File: config.mk
export PLATFORM = sky130hd
export DESIGN_NAME = pipelined_ripple_adder
export DESIGN_NICKNAME = d
export VERILOG_FILES = /design/src/rtl/pipelined_ripple_adder_pkg.sv /design/src/rtl/pipelined_ripple_adder_rca_slice.sv /design/src/rtl/pipelined_ripple_adder.sv
export SDC_FILE = /design/constraint.sdc
export NUM_CORES = 1
export LEC_CHECK = 0
export BUFFER_PORTS_ARGS = -buffer_cell sky130_fd_sc_hd__buf_2
export CAP_MARGIN = 5
export CORE_MARGIN = 2
export CORE_UTILIZATION = 35
export CTS_CLUSTER_SIZE = 24
export DETAILED_ROUTE_END_ITERATION = 10
export HOLD_SLACK_MARGIN = 0.08
export PLACE_DENSITY = 0.57
export SETUP_SLACK_MARGIN = 0.05
export SYNTH_ARGS = -nofsm -noshare
export SYNTH_HDL_FRONTEND = slang
export SYNTH_SLANG_ARGS = --single-unit
File: constraint.sdc
create_clock -name clk -period 2.9 [get_ports clk]
set_input_delay 0.58 -clock clk [delete_from_list [all_inputs] [get_ports clk]]
set_output_delay 0.58 -clock clk [all_outputs]
set_load 0.02 [all_outputs]
File: src/rtl/pipelined_ripple_adder_pkg.sv
`default_nettype none
// ============================================================================
// Module   : pipelined_ripple_adder_pkg
// Brief    : Shared defaults and configuration check for the pipelined RCA.
// Revision : 1.0
// ============================================================================
package pipelined_ripple_adder_pkg;

    localparam int c_DEFAULT_WIDTH  = 16;
    localparam int c_DEFAULT_STAGES = 4;

    // Short-circuit keeps the modulo away from a zero stage count.
    function automatic bit legal_split(input int width, input int stages);
        return (stages >= 1) && (stages <= width) && ((width % stages) == 0);
    endfunction

endpackage
`default_nettype wire

File: src/rtl/pipelined_ripple_adder_rca_slice.sv
`default_nettype none
// ============================================================================
// Module   : full_adder / rca_slice
// Brief    : One-bit full adder and a purely combinational SLICE-bit ripple.
// Revision : 1.0
// ============================================================================
module full_adder (
    input  logic a,
    input  logic b,
    input  logic ci,
    output logic s,
    output logic co
);
    assign s  = a ^ b ^ ci;
    assign co = (a & b) | (ci & (a ^ b));
endmodule

module rca_slice
    import pipelined_ripple_adder_pkg::*;
#(
    parameter int SLICE = 4
) (
    input  logic [SLICE-1:0] a,
    input  logic [SLICE-1:0] b,
    input  logic             ci,
    output logic [SLICE-1:0] s,
    output logic             co,
    output logic             c_msb
);
    for (genvar i = 0; i < SLICE; i++) begin : g_bit
        logic w_cin;
        logic w_cout;

        if (i == 0) begin : g_lsb
            assign w_cin = ci;
        end else begin : g_chain
            assign w_cin = g_bit[i-1].w_cout;
        end

        full_adder u_fa (
            .a  (a[i]),
            .b  (b[i]),
            .ci (w_cin),
            .s  (s[i]),
            .co (w_cout)
        );
    end

    // Carry into the top bit feeds the overflow detector in the last stage.
    assign co    = g_bit[SLICE-1].w_cout;
    assign c_msb = g_bit[SLICE-1].w_cin;
endmodule
`default_nettype wire

File: src/rtl/pipelined_ripple_adder.sv
`default_nettype none
// ============================================================================
// Module   : pipelined_ripple_adder
// Brief    : STAGES-deep pipelined ripple adder/subtractor, valid/ready on both sides.
// Revision : 1.0
// ============================================================================
module pipelined_ripple_adder
    import pipelined_ripple_adder_pkg::*;
#(
    parameter int WIDTH  = c_DEFAULT_WIDTH,
    parameter int STAGES = c_DEFAULT_STAGES
) (
    input  logic             clk,
    input  logic             rst,
    input  logic             in_valid,
    output logic             in_ready,
    input  logic [WIDTH-1:0] A,
    input  logic [WIDTH-1:0] B,
    input  logic             ci,
    input  logic             sub,
    output logic             out_valid,
    input  logic             out_ready,
    output logic [WIDTH-1:0] S,
    output logic             co,
    output logic             ovf
);
    localparam int c_SLICE = WIDTH / STAGES;

    if (!legal_split(WIDTH, STAGES)) begin : g_bad_config
        $error("pipelined_ripple_adder: WIDTH must be a multiple of STAGES and STAGES in 1..WIDTH");
    end

    logic             w_advance;
    logic [WIDTH-1:0] w_b_eff;

    assign w_advance = !out_valid || out_ready;
    assign in_ready  = w_advance;
    assign w_b_eff   = sub ? ~B : B;

    for (genvar k = 0; k < STAGES; k++) begin : g_stage
        localparam int c_LO   = k * c_SLICE;
        localparam int c_DONE = c_LO + c_SLICE;
        // Operand bits still unconsumed when the op enters this stage.
        localparam int c_LEFT = WIDTH - c_LO;

        logic [c_LEFT-1:0]  w_a_rem;
        logic [c_LEFT-1:0]  w_b_rem;
        logic               w_ci;
        logic               w_valid_in;
        logic [c_SLICE-1:0] w_s;
        logic               w_co;
        logic               w_c_msb;
        logic [c_DONE-1:0]  w_sum;
        logic               r_valid;
        logic [c_DONE-1:0]  r_sum;

        if (k == 0) begin : g_entry
            assign w_a_rem    = A;
            assign w_b_rem    = w_b_eff;
            assign w_ci       = sub | ci;
            assign w_valid_in = in_valid;
            assign w_sum      = w_s;
        end else begin : g_link
            assign w_a_rem    = g_stage[k-1].g_fwd.r_a;
            assign w_b_rem    = g_stage[k-1].g_fwd.r_b;
            assign w_ci       = g_stage[k-1].g_fwd.r_carry;
            assign w_valid_in = g_stage[k-1].r_valid;
            assign w_sum      = {w_s, g_stage[k-1].r_sum};
        end

        rca_slice #(
            .SLICE (c_SLICE)
        ) u_slice (
            .a     (w_a_rem[c_SLICE-1:0]),
            .b     (w_b_rem[c_SLICE-1:0]),
            .ci    (w_ci),
            .s     (w_s),
            .co    (w_co),
            .c_msb (w_c_msb)
        );

        always_ff @(posedge clk) begin
            if (rst) begin
                r_valid <= 1'b0;
                r_sum   <= '0;
            end else if (w_advance) begin
                r_valid <= w_valid_in;
                r_sum   <= w_sum;
            end
        end

        if (k < STAGES - 1) begin : g_fwd
            localparam int c_REST = WIDTH - c_DONE;

            logic [c_REST-1:0] r_a;
            logic [c_REST-1:0] r_b;
            logic              r_carry;
            logic              w_unused_c_msb;

            assign w_unused_c_msb = w_c_msb;

            always_ff @(posedge clk) begin
                if (rst) begin
                    r_a     <= '0;
                    r_b     <= '0;
                    r_carry <= 1'b0;
                end else if (w_advance) begin
                    r_a     <= w_a_rem[c_LEFT-1:c_SLICE];
                    r_b     <= w_b_rem[c_LEFT-1:c_SLICE];
                    r_carry <= w_co;
                end
            end
        end else begin : g_tail
            logic r_co;
            logic r_ovf;

            always_ff @(posedge clk) begin
                if (rst) begin
                    r_co  <= 1'b0;
                    r_ovf <= 1'b0;
                end else if (w_advance) begin
                    r_co  <= w_co;
                    r_ovf <= w_co ^ w_c_msb;
                end
            end
        end
    end

    assign out_valid = g_stage[STAGES-1].r_valid;
    assign S         = g_stage[STAGES-1].r_sum;
    assign co        = g_stage[STAGES-1].g_tail.r_co;
    assign ovf       = g_stage[STAGES-1].g_tail.r_ovf;
endmodule
`default_nettype wire

**Word level (Yosys, flattened, before mapping)**

Index checks and enable logic that the tools add are counted.

- Register bits: 97
- Latch bits: 0
- Bits in writable memories: 0
- Bits in read-only memories: 0
- Bits of input ports: 38
- Output and inout port bits: 20
- Memories: 0

- $add $sub $neg: 0
- $mul: 0
- Div/mod/pow operators: 0
- $lt $le $gt $ge: 0
- Equal/unequal tests: 0
- Shift-type cells: 0
- Multiplexer cells: 1
- Bitwise gates (word level): 83
- Reduce and logical (&&, ||, !) cells: 2

Operators with widths:

| kind | number |
|---|---|
| bitwise XOR 1 bit | 33 |
| AND 1 bit | 32 |
| bitwise OR 1 bit | 17 |
| 2-to-1 mux 16 bit | 1 |
| inverter 16 bit | 1 |
| logical NOT 1 bit | 1 |
| logical OR 1 bit | 1 |

**Depth between registers and ports, before layout**

- Word-level depth: 11
- Depth in mapped cells: 10
- Mapped depth without buffers: 10

**By module**

A second synthesis with hierarchy kept.

- Cells, all modules: 444
- Area, all modules: 3,922.5 µm²

By module, submodules not included:

| module | times used | cells each | area an instance (µm²) | sequential area each (µm²) |
|---|---|---|---|---|
| pipelined_ripple_adder | 1 | 428 | 3,602.2 | 1,941.9 |
| full_adder | 16 | 1 | 20.0 | 0.0 |

**Least setup slack after synthesis**

Ideal clock, no wire load.

- Path kind: input to register
- From: input sub
- To: register g_stage[0].r_sum[3]
- Arrival: 2,772 ps
- Required time: 2,757 ps
- Slack: -14 ps
- Stages: 10
- Buffers on the path: 2
- Cells stage by stage: buf_4 -> buf_4 -> xnor2_1 -> fa_1 -> fa_1 -> fa_1 -> inv_1 -> fa_1 -> nand2_1 -> a21oi_1

- Cells in the longest elaborated chain, start to end: 9
- Elaborated cells between the ends (all ways): 16

RTL lines:

| item | line | text |
|---|---|---|
| from (decl) | pipelined_ripple_adder.sv:20 | `input logic sub,` |
| 2-to-1 mux 16 bit | pipelined_ripple_adder.sv:38 | `assign w_b_eff = sub ? ~B : B;` |
| bitwise XOR 1 bit | pipelined_ripple_adder_rca_slice.sv:15 | `assign co = (a & b) \| (ci & (a ^ b));` |
| AND 1 bit | pipelined_ripple_adder_rca_slice.sv:15 |  |
| bitwise OR 1 bit | pipelined_ripple_adder_rca_slice.sv:15 |  |
| AND 1 bit | pipelined_ripple_adder_rca_slice.sv:15 |  |
| bitwise OR 1 bit | pipelined_ripple_adder_rca_slice.sv:15 |  |
| AND 1 bit | pipelined_ripple_adder_rca_slice.sv:15 |  |
| bitwise OR 1 bit | pipelined_ripple_adder_rca_slice.sv:15 |  |
| bitwise XOR 1 bit * | pipelined_ripple_adder_rca_slice.sv:14 | `assign s = a ^ b ^ ci;` |
| named net g_stage[0].u_slice.g_bit[3].u_fa.s | pipelined_ripple_adder_rca_slice.sv:11 | `output logic s,` |
| to (signal assigned) | pipelined_ripple_adder.sv:88 | `r_sum <= w_sum;` |
| to (decl) | pipelined_ripple_adder.sv:55 | `logic [c_DONE-1:0] r_sum;` |

The timed path passes the listed nets; every way through them passes the cells marked *.
A chain may end at the register's enable or synchronous reset.

**Worst setup path in the final report**

Ends and elaborated chain as after synthesis.

==> flow_summary.toml <==
[route]
detail_route.first_pass.iterations = 4
drc = 0
vias = 2981
route.detailed.vias_per_inst = 4.62
wire_per_inst_microns = 12.2
postRouteAntennaNets = 0
wl_mm = 7.87
drt_iter0_markers = 101

[timing]
slew_viol_final = 0
rsz_0062_raised_after_global_routing = "false"
max_slew_margin_pct = 48.7
hold_viol = 0
setup-violations-final = 0
finalCritPeriodShare_pct = 83.3
tns_ns = 0
clock.fmax_mhz = 414
finClkSkew_ns = 0.00270
tightest_slew_ns = 0.770
final_period_minus_worst_setup_slack_ns = 2.41

[global_routing]
number_of_antenna_violations_at_the_first_check_in_global_routing = 0
track_usage_pct = 13.6
grt_pass1_wl_mm = 13.6
grt_max_degree = 78
first_global_vias = 2859
grt-ovfl-total = 0

[cells_and_area]
final_cells = 645
areaGrowthSynthToFinish_pct = 16.9
layout-drive-gt1-share_pct = 19.7
n_fill_cell = 1141
antenna-diode-count = 0
layout.nets = 551
multiInputGateArea_sq_um = 1760
area.sequential_sq_um = 1940

[critical_path]
startpoint_kind_of_the_worst_setup_timing_path = "input port"
critical_path_arrival_ns = 2.61
worst-setup-path-type = "in2reg"
worst_ep_required_time_ns = 3.10
critical_path.max_fanout = 3
end_kind = "flip-flop"

[clock_network]
cts_buffers = 9
cts_root_buffer = "sky130_fd_sc_hd__clkbuf_16"
cts_repair_resize_count = 0
tritoncts = "built"
htree_levels = 3
cts_sinks = 97
cts_buffer_depth = 2
clk_pin_slew_worst_paths_ns = 0.06
worstSkewPairLatency_ns = 0.34
post_cts.repair.setup_buffers = 0
postCtsHoldBufs = 0

[die]
die-area_sq_um = 12300
die_h_microns = 111
core.rowCount = 39
floorplan.core_area_sq_um = 11300
ios = 58
die_w_microns = 111
initial_core_util_pct = 35.5

[synthesis]
synth_async_sr_flop_share_pct = 0
synth_top_area_share_pct = 48.6
synth_top_cell_by_area = "sky130_fd_sc_hd__dfxtp_1"
syn_inst = 458
yosys_cell_types = 17
postSynth.topFlopCell = "sky130_fd_sc_hd__dfxtp_1"
top_area_cells_in_the_synthesized_netlist = "sky130_fd_sc_hd__dfxtp_1, sky130_fd_sc_hd__nand2_1, sky130_fd_sc_hd__a21oi_1, sky130_fd_sc_hd__fa_1, sky130_fd_sc_hd__a211oi_2"
synth-seq-area-share_pct = 48.6
yosys-top-cells-count = "sky130_fd_sc_hd__nand2_1, sky130_fd_sc_hd__dfxtp_1, sky130_fd_sc_hd__a21oi_1"
post_synth.cell_area_avg_sq_um = 8.73
ys_seq_elements = 97
synth-edff-count = 0
synthMostInstantiatedCell = "sky130_fd_sc_hd__nand2_1"
synth.cell_area_sq_um = 4000
yosys_warnings = 0
mappedNetlistNets = 512

[placed_design]
port-buffer-count = 57
gp_routability_congestion = 0.734
dp_hpwl_mm = 5.20
placedCellCount = 629

[power]
powerDensity_nw_per_um2 = 661
power_frac_seq_pct = 47.4
power.ir.vdd_worst_mv = 0.280
share_comb_of_total_power_pct = 8.9
internal_power_mw = 2.40
p_sw_mw = 0.687
total_leakage_power_nw = 1.90
power.switching_fraction_pct = 22.2
share_of_power_burned_in_the_clock_network_pct = 43.7

[run]
drv.max_cap_violation_count = 0

[status]
status = "finished clean"

[min_path]
min_path_type = "reg2reg"
[layer usage]
| layer | wire length (microns) | vias to the layer above | track usage (%) |
|---|---|---|---|
| met5 | 0 | - | 0 |
| met3 | 257 | 11 | 2.41 |
| li1 | - | 1529 | - |
| met2 | 3380 | 58 | 19.3 |
| met4 | 154 | 0 | 7.75 |
| met1 | 4080 | 1383 | 19.3 |
[path summary, 6_finish.rpt]
path | cells past startpoint | from | slack [ns] | endpoint
hold / removal | 2 | S[2] | 0.45 | S[2]
hold reg to reg | 2 | S[2] | 0.45 | S[2]
setup reg to reg | 8 | g_stage[0].g_fwd.r_carry | 0.62 | g_stage[1].r_sum[7]
setup / recovery | 9 | sub | 0.49 | g_stage[0].r_sum[3]
[logic make-up (layout without fill, tap and decap cells)]
logic type      after synthesis  count (layout)  share of synthesized area (%)
xor+xnor                     17              17                           3.72
compound gates               96              96                           15.8
buf+inv                      60             104                           7.51
simple gates                172             172                           16.4
flops                        97              97                           48.6
fa+ha+maj                    16              16                           8.01
[layout make-up]
type,instances,area share [%]
sequential,97,41.6
multi-input combinational,301,37.6
timing repair buffer,62,7.50
clock buffer,10,5.11
tap,143,3.83
clock inverter,6,2.25
inverter,26,2.14
[worst max-delay path: stages]
cell and delay, ns:
sky130_fd_sc_hd__buf_2 0.12, sky130_fd_sc_hd__xnor2_1 0.14, sky130_fd_sc_hd__fa_1 0.42, sky130_fd_sc_hd__fa_2 0.36, sky130_fd_sc_hd__fa_1 0.37, sky130_fd_sc_hd__inv_1 0.08, sky130_fd_sc_hd__fa_1 0.41, sky130_fd_sc_hd__nand2_1 0.07
sky130_fd_sc_hd__a21oi_1 0.06
[power by group through the flow]
stage	logic, mW	clock network, mW	registers (mW)
CTS	0.280	1.39	1.47
finish	0.275	1.35	1.47
global route	0.311	1.45	1.48
global placement	0.273	0	1.49
floorplan	0.186	0	1.50
detailed placement	0.278	0	1.50
[state kept, by name, indices dropped and copies added, names as in the netlist]
signal	flops
S	16
co	1
g_stage.g_fwd.r_a	24
g_stage.g_fwd.r_b	24
g_stage.g_fwd.r_carry	3
g_stage.r_sum	24
g_stage.r_valid	3
out_valid	1
ovf	1
[stage by stage]
step           hold WS (ns)  cell area [sq um]  worst slack (ns)  power [mW]  util [%]
5_1_grt               0.465               4670             0.429        3.23      41.5
4_1_cts               0.452               4670             0.496        3.14      41.5
2_1_floorplan         0.432               4000            0.0626        1.68         -
3_3_place_gp          0.439               4330             0.189        1.77      38.4
3_5_place_dp          0.445               4330             0.133        1.77      38.4
6_report              0.448               4670             0.485        3.09      41.5
[cell usage in the layout (no fill, tap or decap), drive strengths merged]
| master | synthesis | final |
|---|---|---|
| nand2 | 144 | 144 |
| a211oi | 24 | 24 |
| nor2 | 27 | 27 |
| a21oi | 72 | 72 |
| nor2b | 1 | 1 |
| fa | 16 | 16 |
| dfxtp | 97 | 97 |
| bufinv | 0 | 3 |
| xnor2 | 14 | 14 |
| clkbuf | 10 | 10 |
| xor2 | 3 | 3 |
| inv | 26 | 26 |
| buf | 24 | 62 |
| clkinv | 0 | 3 |
Power figures use the tool's default switching activity.
